## src/rtl/spi_master_multi_if.sv

```systemverilog
// ---------------------------------------------------------------------------
// spi_master_multi_if
//   Bundles the host handshake and the SPI pin signals of spi_master_multi.
//   The signal names keep the block's external port names so the pin list
//   reads the same whether seen through the interface or on a schematic.
//
//   Parameters:
//     DATA_W  bits per transfer word (>= 2)
//     DVSR_W  width of the clock divisor input
//     NUM_SS  number of active-low slave-select lines (>= 1)
//
//   Host side:  din_i, dvsr_i, start_i, cpol_i, cpha_i, lsb_first_i, ss_sel_i
//               -> dout_o, ready_o, spi_done_tick_o
//   SPI pins:   miso_i -> sclk_o, mosi_o, ss_n_o
//
//   Modports:
//     master  view of the SPI master itself (drives the outputs)
//     slave   view of whatever sits around the master (host plus SPI slave)
// ---------------------------------------------------------------------------
interface spi_master_multi_if #(
  parameter int DATA_W = 8,
  parameter int DVSR_W = 16,
  parameter int NUM_SS = 4
);

  localparam int SS_W = (NUM_SS > 1) ? $clog2(NUM_SS) : 1;

  logic [DATA_W-1:0] din_i;
  logic [DVSR_W-1:0] dvsr_i;
  logic              start_i;
  logic              cpol_i;
  logic              cpha_i;
  logic              lsb_first_i;
  logic [SS_W-1:0]   ss_sel_i;
  logic              miso_i;
  logic [DATA_W-1:0] dout_o;
  logic              sclk_o;
  logic              mosi_o;
  logic [NUM_SS-1:0] ss_n_o;
  logic              ready_o;
  logic              spi_done_tick_o;

  modport master (
    input  din_i, dvsr_i, start_i, cpol_i, cpha_i, lsb_first_i, ss_sel_i, miso_i,
    output dout_o, sclk_o, mosi_o, ss_n_o, ready_o, spi_done_tick_o
  );

  modport slave (
    output din_i, dvsr_i, start_i, cpol_i, cpha_i, lsb_first_i, ss_sel_i, miso_i,
    input  dout_o, sclk_o, mosi_o, ss_n_o, ready_o, spi_done_tick_o
  );

endinterface

```

## src/rtl/spi_master_multi.sv

```systemverilog
// ---------------------------------------------------------------------------
// spi_master_multi
//   Parametrised SPI master: configurable word width, all four CPOL/CPHA
//   modes, MSB- or LSB-first shifting and NUM_SS one-hot active-low slave
//   selects. A single-cycle start_i (honoured only while ready_o=1) latches
//   the word and the transfer configuration; the received word appears on
//   dout_o together with a one-cycle spi_done_tick_o.
//
//   Ports:
//     clk_i    system clock
//     reset_i  asynchronous active-high reset
//     bus      spi_master_multi_if.master
//                din_i/dvsr_i/cpol_i/cpha_i/lsb_first_i/ss_sel_i  latched on start
//                start_i          transfer request
//                miso_i           serial data from slave
//                dout_o           last received word, held until next done
//                sclk_o/mosi_o    SPI clock and serial data to slave
//                ss_n_o           active-low slave selects
//                ready_o          idle, a start would be accepted
//                spi_done_tick_o  one-cycle pulse on transfer end
//
//   Timing: every SCLK half period (phase) lasts H = dvsr+1 clk_i cycles.
//   A transfer takes 2*DATA_W*H cycles, plus H when cpha=1.
//
//   Optional feature macro: SPI_CS_GUARD_EN
//     When defined, a TAIL phase of H cycles follows the last bit with SCLK
//     idle and the slave still selected; done, dout update and slave
//     deselect move to the end of TAIL.
// ---------------------------------------------------------------------------
module spi_master_multi #(
  parameter int DATA_W = 8,
  parameter int DVSR_W = 16,
  parameter int NUM_SS = 4
) (
  input  logic             clk_i,
  input  logic             reset_i,
  spi_master_multi_if.master bus
);

  localparam int SS_W  = (NUM_SS > 1) ? $clog2(NUM_SS) : 1;
  localparam int BIT_W = $clog2(DATA_W);

  // CPHA_DLY is the half period of idle SCLK that cpha=1 needs before the
  // first leading edge. P0/P1 are the two halves of each SCLK period; which
  // of them drives SCLK active depends on cpha. TAIL only exists with the
  // chip-select guard build.
  typedef enum logic [2:0] {
    IDLE,
    CPHA_DLY,
    P0,
    P1,
    TAIL
  } state_t;

  state_t            state;
  logic [DVSR_W-1:0] cnt;
  logic [DVSR_W-1:0] dvsr_r;
  logic [BIT_W-1:0]  bit_cnt;
  logic [DATA_W-1:0] tx_reg;
  logic [DATA_W-1:0] rx_reg;
  logic [DATA_W-1:0] dout_r;
  logic              cpol_r;
  logic              cpha_r;
  logic              lsb_r;
  logic              sclk_r;
  logic              mosi_r;
  logic [NUM_SS-1:0] ss_n_r;
  logic              ready_r;
  logic              done_r;

  logic              phase_end;
  logic              last_bit;
  logic [DATA_W-1:0] tx_shifted;
  logic              tx_next_bit;
  logic [DATA_W-1:0] rx_shifted;

  // Decode a slave index to the active-low select vector. An index beyond
  // NUM_SS-1 matches no line, so the transfer runs with nobody selected.
  function automatic logic [NUM_SS-1:0] ss_decode(input logic [SS_W-1:0] sel);
    logic [NUM_SS-1:0] mask;
    mask = '1;
    for (int i = 0; i < NUM_SS; i++) begin
      if (int'(sel) == i) mask[i] = 1'b0;
    end
    return mask;
  endfunction

  // Phase timing and the next-bit views of both shift registers. The
  // direction follows the latched lsb_first so transmit and receive always
  // agree on bit order.
  always_comb begin
    phase_end   = (cnt == dvsr_r);
    last_bit    = (bit_cnt == BIT_W'(DATA_W - 1));
    tx_shifted  = lsb_r ? (tx_reg >> 1) : (tx_reg << 1);
    tx_next_bit = lsb_r ? tx_reg[1] : tx_reg[DATA_W-2];
    rx_shifted  = lsb_r ? {bus.miso_i, rx_reg[DATA_W-1:1]}
                        : {rx_reg[DATA_W-2:0], bus.miso_i};
  end

  // Transfer sequencer. All pin-facing outputs are registered and are
  // written together with the state they belong to, so SCLK, MOSI and the
  // selects change on the same clk_i edge as the state itself.
  //   SCLK level per state: IDLE/CPHA_DLY/TAIL idle (cpol),
  //   P0 = cpol ^ cpha, P1 = cpol ^ ~cpha.
  // Receive sampling happens on P0 expiry, transmit shifting on P1 expiry;
  // with cpha=0 that is leading/trailing edge, with cpha=1 the P1 expiry is
  // the next leading edge, so data changes on leading and is sampled on
  // trailing edges.
  always_ff @(posedge clk_i or posedge reset_i) begin
    if (reset_i) begin
      state   <= IDLE;
      cnt     <= '0;
      dvsr_r  <= '0;
      bit_cnt <= '0;
      tx_reg  <= '0;
      rx_reg  <= '0;
      dout_r  <= '0;
      cpol_r  <= 1'b0;
      cpha_r  <= 1'b0;
      lsb_r   <= 1'b0;
      sclk_r  <= 1'b0;
      mosi_r  <= 1'b0;
      ss_n_r  <= '1;
      ready_r <= 1'b1;
      done_r  <= 1'b0;
    end else begin
      done_r <= 1'b0;
      case (state)
        IDLE: begin
          sclk_r <= cpol_r;
          if (bus.start_i) begin
            dvsr_r  <= bus.dvsr_i;
            cpol_r  <= bus.cpol_i;
            cpha_r  <= bus.cpha_i;
            lsb_r   <= bus.lsb_first_i;
            tx_reg  <= bus.din_i;
            rx_reg  <= '0;
            cnt     <= '0;
            bit_cnt <= '0;
            mosi_r  <= bus.lsb_first_i ? bus.din_i[0] : bus.din_i[DATA_W-1];
            ss_n_r  <= ss_decode(bus.ss_sel_i);
            ready_r <= 1'b0;
            // Both first states hold SCLK at the new idle level.
            sclk_r  <= bus.cpol_i;
            state   <= bus.cpha_i ? CPHA_DLY : P0;
          end
        end

        CPHA_DLY: begin
          if (phase_end) begin
            cnt    <= '0;
            sclk_r <= ~cpol_r;
            state  <= P0;
          end else begin
            cnt <= cnt + 1'b1;
          end
        end

        P0: begin
          if (phase_end) begin
            cnt    <= '0;
            rx_reg <= rx_shifted;
            sclk_r <= cpol_r ^ ~cpha_r;
            state  <= P1;
          end else begin
            cnt <= cnt + 1'b1;
          end
        end

        P1: begin
          if (phase_end) begin
            cnt <= '0;
            if (last_bit) begin
              sclk_r <= cpol_r;
`ifdef SPI_CS_GUARD_EN
              state  <= TAIL;
`else
              dout_r  <= rx_reg;
              done_r  <= 1'b1;
              ready_r <= 1'b1;
              ss_n_r  <= '1;
              state   <= IDLE;
`endif
            end else begin
              tx_reg  <= tx_shifted;
              mosi_r  <= tx_next_bit;
              bit_cnt <= bit_cnt + 1'b1;
              sclk_r  <= cpol_r ^ cpha_r;
              state   <= P0;
            end
          end else begin
            cnt <= cnt + 1'b1;
          end
        end

`ifdef SPI_CS_GUARD_EN
        // Keep the slave selected with SCLK idle for one extra half period
        // so the slave sees a clean hold time before chip select rises.
        TAIL: begin
          if (phase_end) begin
            cnt     <= '0;
            dout_r  <= rx_reg;
            done_r  <= 1'b1;
            ready_r <= 1'b1;
            ss_n_r  <= '1;
            state   <= IDLE;
          end else begin
            cnt <= cnt + 1'b1;
          end
        end
`endif

        default: begin
          state   <= IDLE;
          ready_r <= 1'b1;
          ss_n_r  <= '1;
          sclk_r  <= cpol_r;
        end
      endcase
    end
  end

  assign bus.dout_o          = dout_r;
  assign bus.sclk_o          = sclk_r;
  assign bus.mosi_o          = mosi_r;
  assign bus.ss_n_o          = ss_n_r;
  assign bus.ready_o         = ready_r;
  assign bus.spi_done_tick_o = done_r;

endmodule

```

## src/flat_wrapper.sv

```systemverilog
// flat-port wrapper written by rule: the top's interface ports become plain ports
module spi_master_multi_flat 
#(
  parameter int DATA_W = 8,
  parameter int DVSR_W = 16,
  parameter int NUM_SS = 4
)
  (clk_i, reset_i, bus_din_i, bus_dvsr_i, bus_start_i, bus_cpol_i, bus_cpha_i, bus_lsb_first_i, bus_ss_sel_i, bus_miso_i, bus_dout_o, bus_sclk_o, bus_mosi_o, bus_ss_n_o, bus_ready_o, bus_spi_done_tick_o);
  spi_master_multi_if #(.DATA_W(DATA_W), .DVSR_W(DVSR_W), .NUM_SS(NUM_SS)) bus_i ();
  input  logic clk_i;
  input  logic reset_i;
  input wire logic [$bits(bus_i.din_i)-1:0] bus_din_i;
  input wire logic [$bits(bus_i.dvsr_i)-1:0] bus_dvsr_i;
  input wire logic [$bits(bus_i.start_i)-1:0] bus_start_i;
  input wire logic [$bits(bus_i.cpol_i)-1:0] bus_cpol_i;
  input wire logic [$bits(bus_i.cpha_i)-1:0] bus_cpha_i;
  input wire logic [$bits(bus_i.lsb_first_i)-1:0] bus_lsb_first_i;
  input wire logic [$bits(bus_i.ss_sel_i)-1:0] bus_ss_sel_i;
  input wire logic [$bits(bus_i.miso_i)-1:0] bus_miso_i;
  output wire logic [$bits(bus_i.dout_o)-1:0] bus_dout_o;
  output wire logic [$bits(bus_i.sclk_o)-1:0] bus_sclk_o;
  output wire logic [$bits(bus_i.mosi_o)-1:0] bus_mosi_o;
  output wire logic [$bits(bus_i.ss_n_o)-1:0] bus_ss_n_o;
  output wire logic [$bits(bus_i.ready_o)-1:0] bus_ready_o;
  output wire logic [$bits(bus_i.spi_done_tick_o)-1:0] bus_spi_done_tick_o;
  assign bus_i.din_i = bus_din_i;
  assign bus_i.dvsr_i = bus_dvsr_i;
  assign bus_i.start_i = bus_start_i;
  assign bus_i.cpol_i = bus_cpol_i;
  assign bus_i.cpha_i = bus_cpha_i;
  assign bus_i.lsb_first_i = bus_lsb_first_i;
  assign bus_i.ss_sel_i = bus_ss_sel_i;
  assign bus_i.miso_i = bus_miso_i;
  assign bus_dout_o = bus_i.dout_o;
  assign bus_sclk_o = bus_i.sclk_o;
  assign bus_mosi_o = bus_i.mosi_o;
  assign bus_ss_n_o = bus_i.ss_n_o;
  assign bus_ready_o = bus_i.ready_o;
  assign bus_spi_done_tick_o = bus_i.spi_done_tick_o;
  spi_master_multi #(.DATA_W(DATA_W), .DVSR_W(DVSR_W), .NUM_SS(NUM_SS)) u_core (.clk_i(clk_i), .reset_i(reset_i), .bus(bus_i));
endmodule
```

## config.mk

```make
export PLATFORM = sky130hd
export DESIGN_NAME = spi_master_multi_flat
export DESIGN_NICKNAME = d
export VERILOG_FILES = /design/src/rtl/spi_master_multi_if.sv /design/src/rtl/spi_master_multi.sv /design/src/flat_wrapper.sv
export SDC_FILE = /design/constraint.sdc
export NUM_CORES = 1
export LEC_CHECK = 0
export CAP_MARGIN = 40
export CORE_MARGIN = 10
export CORE_UTILIZATION = 30
export CTS_CLUSTER_DIAMETER = 60
export DETAILED_ROUTE_END_ITERATION = 10
export GPL_TIMING_DRIVEN = 0
export MAX_ROUTING_LAYER = met4
export PLACE_DENSITY = 0.6
export SYNTH_ARGS = -nofsm -noshare
export SYNTH_HDL_FRONTEND = slang
export SYNTH_SLANG_ARGS = --single-unit
export TNS_END_PERCENT = 10
```

## constraint.sdc

```tcl
create_clock -name clk_i -period 2.83 [get_ports clk_i]
set_input_delay 0.4245 -clock clk_i [delete_from_list [all_inputs] [get_ports clk_i]]
set_output_delay 0.4245 -clock clk_i [all_outputs]
set_load 0.01 [all_outputs]
```

======== After elaboration in Yosys (flattened, before gate mapping) ========
Cells that the tools add are included.
operators by class
  bitwise operators ....................... 5
  equal/unequal tests ..................... 14
  magnitude comparators ................... 0
  divide/modulo/power cells ............... 0
  reduce and logical (&&, ||, !) cells .... 15
  multiplexer cells ....................... 50
  multiply operators ...................... 0
  $add $sub $neg .......................... 2
  shift-type cells ........................ 0
operators with widths
  operator                                        number
  2-to-1 mux 8 bit                                7
  2-to-1 mux 16 bit                               2
  one-hot mux 16 bit (2 select lines)             1
  one-hot mux 8 bit (2 select lines)              2
  2-to-1 mux 3 bit                                7
  2-to-1 mux 1 bit                                20
  adder 16 x 1 -> 16 bit (second input constant)  1
  == test 16 bit                                  1
  2-to-1 mux 4 bit                                3
  one-hot mux 3 bit (4 select lines)              1
  one-hot mux 4 bit (3 select lines)              1
  AND reduction 4 bit                             3
  AND reduction 3 bit                             3
  != test 2 x 1 -> 1 bit (second input constant)  4
  == test 3 x 2 -> 1 bit (second input constant)  2
  one-hot mux 3 bit (2 select lines)              1
  nonzero test 2 bit                              3
  == test 2 bit (second input constant)           2
  2-to-1 mux 2 bit                                2
  != test 2 bit (second input constant)           2
  one-hot mux 1 bit (4 select lines)              1
  AND reduction 2 bit                             2
  adder 3 x 1 -> 3 bit (second input constant)    1
  == test 3 x 1 -> 1 bit (second input constant)  1
  other kinds (10)                                13
storage, ports and cells
  bits in read-only memories .............. 0
  RAM bits ................................ 0
  memories ................................ 0
  output and inout port bits .............. 16
  latch bits .............................. 0
  bits in registers ....................... 73
  input bits .............................. 33

======== Logic depth before layout (Yosys ltp) ========
Gate-level depths: netlist (run 1).
  depth in word-level cells ............... 4
  mapped depth ............................ 8
  depth with buffers taken out ............ 7

======== Worst setup path before layout (run 1) ========
Ideal clock, no wire load.
  kind .................................... register to register
  start point ............................. register u_core.cnt[3]
  end point ............................... register u_core.dout_r[0], in the netlist u_core.bus.dout_o[0]
  clock period less this slack ............ 2.037 ns
  data required time ...................... 2.702 ns
  setup time .............................. 0.128 ns
  setup slack ............................. 0.793 ns
  cell stages (with the launch flop) ...... 8
  arrival time ............................ 1.910 ns
  cell sequence ........................... dfrtp_1 -> buf_2 -> xnor2_1 -> nand4_1 -> nor4_4 -> and3_1 -> buf_4 -> mux2_1
on the way
  cells in the longest elaborated chain, start to end .. 2
RTL lines
  element                        line                     text
  start, declared                spi_master_multi.sv:56   logic [DVSR_W-1:0] cnt;
  start signal, assigned         spi_master_multi.sv:155  cnt <= cnt + 1'b1;
  start signal, assigned         spi_master_multi.sv:166  cnt <= cnt + 1'b1;
  start signal, assigned         spi_master_multi.sv:192  cnt <= cnt + 1'b1;
  == test 16 bit                 spi_master_multi.sv:92   phase_end = (cnt == dvsr_r);
  AND reduction 3 bit (no line)  n/a
  end signal, assigned           spi_master_multi.sv:178  dout_r <= rx_reg;
  end, declared                  spi_master_multi.sv:61   logic [DATA_W-1:0] dout_r;
Every way passes these cells.
A chain may end at the register's enable or synchronous reset.

======== Final worst setup path (run 1) ========
  start point ............................. register u_core.cnt[0]
  end point ............................... register u_core.dout_r[7], in the netlist u_core.bus.dout_o[7]
Same word-level chain as after synthesis.

==> results.ini, run 1 <==
[cells_and_area]
finalNonFillerCells = 633
multiInputGateArea_mm2 = 0.00190
layout_commonest_cell = sky130_fd_sc_hd__nand2_1
area.growth.synth_to_final_pct = 27.0
drive_above_1_share_pct = 9.98
finish.utilization_pct = 38.7
finish.instance_area_mm2 = 0.00487
seq_area_mm2 = 0.00181
insertedDiodeCount = 0
top_regs = u_core.cnt: 16 flops, u_core.dvsr_r: 16 flops
layout.nets = 497
n_fill_cell = 1245
layout_common_cells = sky130_fd_sc_hd__nand2_1 (88), sky130_fd_sc_hd__dfrtp_1 (67), sky130_fd_sc_hd__clkdlybuf4s50_1 (48)

[synthesis]
syn_avg_cell_area_um2 = 9.68
synth_enable_flop_cells = 0
synth_area_leaders = sky130_fd_sc_hd__dfrtp_1 (44%), sky130_fd_sc_hd__nand2_1 (8.6%), sky130_fd_sc_hd__xnor2_1 (5.7%), sky130_fd_sc_hd__mux2i_1 (4.2%), sky130_fd_sc_hd__dfstp_2 (3.4%)
synth_flop_cell = sky130_fd_sc_hd__dfrtp_1
synthesis.yosys.warnings = 0
postSynthRegisterBits = 72
synth_top_area_cell = sky130_fd_sc_hd__dfrtp_1
post-synth-top-area-fraction_pct = 43.7
synth.yosys.seq_area_share_pct = 47.2
syn-instance-count = 396
syn_area_mm2 = 0.00383
netlist-cell-type-count = 49
synth.net_count = 437
postSynth.asyncResetShare_pct = 100

[grt]
number_of_antenna_violations_at_the_first_check_in_global_routing = 0
first_global_vias = 3017
residual_overflow_from_global_routing = 0
global_route_wire_length_before_repair_um = 15700
grt_util_all_layers_pct = 11.2
grt_start_max_net_pins = 47

[power]
netSwitchingPower_mw = 0.464
total_power_mw = 2.27
power_density_mw_per_mm2 = 466
power.combinational.fraction_pct = 3.4
seq_power_share_pct = 45.4
p_leak_nw = 2.08
internal-power_mw = 1.80
clock_power_share_pct = 51.2
switching_share_pct = 20.5
ir_drop_worst_vdd_mv = 0.171

[run_status]
status = complete, no violations

[routing]
drc = 0
drt-wirelength-per-cell_um = 14.8
post_drt_via_cell_ratio = 4.82
antenna_violating_nets_post_route = 0
drt_pass1_iterations = 4
vias = 3048
route.final.wire_length_um = 9390
drt_iter0_markers = 173

[floorplan]
num_rows = 41
initial_core_util_pct = 30.5
die_area_mm2 = 0.0177
floorplan.core_area_mm2 = 0.0126
pin_count = 49
die_height_um = 133
die_w_um = 133

[timing]
layout_setup_ws_ns = 0.372
timing.max_slew.rel_slack_pct = 50.0
timing.setup.tns_ns = 0
final_max_slew_viol_count = 0
max_freq_mhz = 407
report.final.setup_viol = 0
setup_skew_after_layout_ns = 0.00911
final_hold_viol_count = 0
unrepaired_setup_endpoints_after_global_routing = false
worst_pin_slew_ns = 0.744
final_min_period_over_clock_period_pct = 86.9
post_route_minimum_period_ns = 2.46
hold_slack_ns = 0.418

[clocking]
cts_root_buffer = sky130_fd_sc_hd__clkbuf_16
clock_pin_slew_worst_setup_and_hold_paths_ns = 0.06
post_cts_resize_count = 0
cts.sinks = 72
tritoncts = done
postCtsSetupRepairBufs = 0
cts_made_buffers = 9
max-clock-path-buffers = 2
clock_latency_ns = 0.34
cts_hold_buf = 0
htree_num_levels = 3

[critical_path]
worst_r2r_path_depth = 6
worst-path-max-fanout = 10
required_ns = 3.04
start_kind = flip-flop
regToRegEndpoint = u_core.bus.dout_o[7]
end_kind = flip-flop
regToRegSetupSlack_ns = 0.37
worstReg2RegStart = u_core.cnt[0]
critPathKind = flip-flop to flip-flop
cp_data_arrival_time_ns = 2.67

[place]
routabilityCongestion = 0.831
io_buffers = 48
pre_cts_slack_ns = 0.168
post-dp-hpwl_um = 6780
placedInstanceArea_mm2 = 0.00456
dp.cells = 617

[worst_hold_path]
timing.hold.worst.class = input port to asynchronous set/reset pin

[flow_run]
max_cap_viol_count = 0

logic make-up after synthesis:
group / Yosys count / share of synthesized area [%]
simple gates: 171 / 20.5
fa+ha+maj: 8 / 2.61
buf+inv: 30 / 3.30
flops: 72 / 47.2
mux: 33 / 9.17
xor+xnor: 31 / 7.08
compound gates: 51 / 10.2
synthesized netlist by cell type (2+ instances only):
cell type                   count
sky130_fd_sc_hd__buf_4          2
sky130_fd_sc_hd__dfstp_2        5
sky130_fd_sc_hd__and3_1        10
sky130_fd_sc_hd__a21oi_1        4
sky130_fd_sc_hd__nand4_1        9
sky130_fd_sc_hd__inv_1         12
sky130_fd_sc_hd__o21ai_0       11
sky130_fd_sc_hd__o211ai_1       5
sky130_fd_sc_hd__mux2_2         9
sky130_fd_sc_hd__nand2_1       88
sky130_fd_sc_hd__mux2i_1       16
sky130_fd_sc_hd__o21a_1         3
sky130_fd_sc_hd__clkbuf_1      10
sky130_fd_sc_hd__xnor2_1       25
sky130_fd_sc_hd__xor2_1         6
sky130_fd_sc_hd__a221oi_1       3
sky130_fd_sc_hd__or2_2          3
sky130_fd_sc_hd__nand3b_1       3
sky130_fd_sc_hd__a221o_1        7
sky130_fd_sc_hd__mux2_1         8
sky130_fd_sc_hd__buf_2          5
sky130_fd_sc_hd__a31oi_1        2
sky130_fd_sc_hd__o2bb2ai_1      5
sky130_fd_sc_hd__and2_1         2
sky130_fd_sc_hd__dfrtp_1       67
sky130_fd_sc_hd__ha_1           8
sky130_fd_sc_hd__nand3_1       12
sky130_fd_sc_hd__nor3_1        10
sky130_fd_sc_hd__nor2_1        26
metal layers:
layer  part of all wire [%]  vias to the layer above  GRT usage (%)  wire length, µm
met3                    3.5                       11           1.89              327
li1                       -                     1497              -                -
met1                     50                     1473           15.1             4700
met5                      0                        -              -                0
met4                    1.9                        0           5.68              180
met2                     45                       67           15.8             4180
area by class of cell:
cell class | count | share of cell area [%]
clock inverter | 4 | 1.08
timing repair buffer | 49 | 10.4
clock buffer | 12 | 5.27
tap | 172 | 4.42
multi-input combinational | 294 | 39.0
inverter | 12 | 0.977
buffer | 18 | 1.67
sequential | 72 | 37.1
power groups by stage:
stage,Clock (mW),Sequential (mW),Combinational [mW]
2_1_floorplan,0,1.05,0.0175
3_3_place_gp,0,1.05,0.0730
3_5_place_dp,0,1.05,0.0790
4_1_cts,1.18,1.03,0.0796
5_1_grt,1.23,1.03,0.0851
6_report,1.16,1.03,0.0769
how the worst max path moves through the flow:
stage,start,end,cells past startpoint
after floorplan,reset_i,u_core.bit_cnt[0],1
after global placement,reset_i,u_core.bus.dout_o[5],2
after detailed placement,bus_start_i,u_core.bus.sclk_o,7
after CTS,u_core.cnt[0],u_core.bus.dout_o[5],6
after global routing,u_core.state[0],u_core.dvsr_r[6],8
final,u_core.cnt[0],u_core.bus.dout_o[7],6
worst max-delay path: stages, from the launching register on:
cell and delay, ns:
sky130_fd_sc_hd__dfrtp_1 0.45, sky130_fd_sc_hd__xnor2_1 0.18, sky130_fd_sc_hd__nand4_1 0.19, sky130_fd_sc_hd__nor4_4 0.73, sky130_fd_sc_hd__and3_1 0.26, sky130_fd_sc_hd__buf_4 0.18
sky130_fd_sc_hd__mux2_1 0.33
Note: power is estimated with default switching activity, not from simulation.
==> run 2: changes to the inputs <==
--- a/config.mk
+++ b/config.mk
@@ -5,7 +5,7 @@
 export SDC_FILE = /design/constraint.sdc
 export NUM_CORES = 1
 export LEC_CHECK = 0
-export CAP_MARGIN = 40
+export CAP_MARGIN = 20
 export CORE_MARGIN = 10
 export CORE_UTILIZATION = 30
 export CTS_CLUSTER_DIAMETER = 60
@@ -13,6 +13,7 @@
 export GPL_TIMING_DRIVEN = 0
 export MAX_ROUTING_LAYER = met4
 export PLACE_DENSITY = 0.6
+export SKIP_LAST_GASP = 1
 export SYNTH_ARGS = -nofsm -noshare
 export SYNTH_HDL_FRONTEND = slang
 export SYNTH_SLANG_ARGS = --single-unit
==> results.ini, run 2 (synthesis results as in run 1) <==
[power]
switching_share_pct = 20.5
netSwitchingPower_mw = 0.464
clock_power_share_pct = 51.2
p_leak_nw = 2.08
power.combinational.fraction_pct = 3.4
internal-power_mw = 1.80
ir_drop_worst_vdd_mv = 0.171
seq_power_share_pct = 45.4
total_power_mw = 2.27
power_density_mw_per_mm2 = 466

[critical_path]
regToRegSetupSlack_ns = 0.37
worstReg2RegStart = u_core.cnt[0]
worst_r2r_path_depth = 6
start_kind = flip-flop
regToRegEndpoint = u_core.bus.dout_o[7]
end_kind = flip-flop
crit_start = u_core.cnt[0]
worst-path-max-fanout = 10
required_ns = 3.04
cp_data_arrival_time_ns = 2.67
critPathKind = flip-flop to flip-flop

[cells_and_area]
layout_common_cells = sky130_fd_sc_hd__nand2_1 (88), sky130_fd_sc_hd__dfrtp_1 (67), sky130_fd_sc_hd__clkdlybuf4s50_1 (48)
finish.utilization_pct = 38.7
finish.instance_area_mm2 = 0.00487
insertedDiodeCount = 0
finalNonFillerCells = 633
layout.nets = 497
layout_commonest_cell = sky130_fd_sc_hd__nand2_1
area.growth.synth_to_final_pct = 27.0
top_regs = u_core.cnt: 16 flops, u_core.dvsr_r: 16 flops
drive_above_1_share_pct = 9.98

[routing]
post_drt_via_cell_ratio = 4.82
antenna_violating_nets_post_route = 0
vias = 3048
drt_iter0_markers = 173
drc = 0
drt_pass1_iterations = 4
route.final.wire_length_um = 9390
drt-wirelength-per-cell_um = 14.8

[clocking]
cts_made_buffers = 9
postCtsSetupRepairBufs = 0
clock_pin_slew_worst_setup_and_hold_paths_ns = 0.06
cts_hold_buf = 0
cts.sinks = 72
clock_latency_ns = 0.34
max-clock-path-buffers = 2
post_cts_resize_count = 0
htree_num_levels = 3
cts_root_buffer = sky130_fd_sc_hd__clkbuf_16
tritoncts = done

[timing]
unrepaired_setup_endpoints_after_global_routing = false
setup_skew_after_layout_ns = 0.00911
max_freq_mhz = 407
timing.max_slew.rel_slack_pct = 50.0
final_hold_viol_count = 0
report.final.setup_viol = 0
hold_slack_ns = 0.418
final_min_period_over_clock_period_pct = 86.9
post_route_minimum_period_ns = 2.46
final_max_slew_viol_count = 0
worst_pin_slew_ns = 0.744

[flow_run]
max_cap_viol_count = 0

[place]
routabilityCongestion = 0.831
dp.cells = 617
io_buffers = 48
placedInstanceArea_mm2 = 0.00456
post-dp-hpwl_um = 6780

[worst_hold_path]
timing.hold.worst.class = input port to asynchronous set/reset pin

[floorplan]
floorplan.core_area_mm2 = 0.0126
die_area_mm2 = 0.0177
initial_core_util_pct = 30.5
num_rows = 41
pin_count = 49
die_w_um = 133
die_height_um = 133

[grt]
residual_overflow_from_global_routing = 0
grt_start_max_net_pins = 47
number_of_antenna_violations_at_the_first_check_in_global_routing = 0
global_route_wire_length_before_repair_um = 15700
grt_util_all_layers_pct = 11.2
first_global_vias = 3017

[run_status]
status = complete, no violations

-- run 2: cell counts in the layout (fill, tap and decap cells not counted) --
No cell type changed its count.
-- run 2: area by class of cell --
class | instances | area [µm²]
fill | 1245 | 7700
multi-input combinational | 294 | 1900
sequential | 72 | 1810
timing repair buffer | 49 | 508
clock buffer | 12 | 256
tap | 172 | 215
buffer | 18 | 81.3
clock inverter | 4 | 52.6
inverter | 12 | 47.5
-- run 2: worst max-delay path: stages (launching register included) --
cell                      delay (ns)
sky130_fd_sc_hd__dfrtp_1        0.45
sky130_fd_sc_hd__xnor2_1        0.18
sky130_fd_sc_hd__nand4_1        0.19
sky130_fd_sc_hd__nor4_4         0.73
sky130_fd_sc_hd__and3_1         0.26
sky130_fd_sc_hd__buf_4          0.18
sky130_fd_sc_hd__mux2_1         0.33
-- run 2: worst max path at each step --
stage | to | slack [ns] | cells past startpoint
2_1_floorplan | u_core.bit_cnt[0] | 0.59 | 1
3_3_place_gp | u_core.bus.dout_o[5] | -0.72 | 2
3_5_place_dp | u_core.bus.sclk_o | 0.17 | 7
4_1_cts | u_core.bus.dout_o[5] | 0.37 | 6
5_1_grt | u_core.dvsr_r[6] | 0.21 | 8
6_report | u_core.bus.dout_o[7] | 0.37 | 6
-- run 2: routing by layer --
metal / track usage, % / routed length (µm) / vias up / share of wire (%)
met3: 1.89 / 327 / 11 / 3.5
met5: - / 0 / - / 0
met1: 15.1 / 4700 / 1473 / 50
li1: - / - / 1497 / -
met4: 5.68 / 180 / 0 / 1.9
met2: 15.8 / 4180 / 67 / 45
-- run 2: metrics by stage --
stage               setup TNS [ns]  setup slack (ns)
CTS                              0             0.367
floorplan                        0             0.589
finish                           0             0.372
detailed placement               0             0.168
global placement            -48.19            -0.724
global route                     0             0.209
-- run 2: power by group through the flow --
stage	combinational, mW	clock [mW]	sequential (mW)
after global routing	0.0851	1.23	1.03
after floorplan	0.0175	0	1.05
final	0.0769	1.16	1.03
after detailed placement	0.0790	0	1.05
after global placement	0.0730	0	1.05
after CTS	0.0796	1.18	1.03
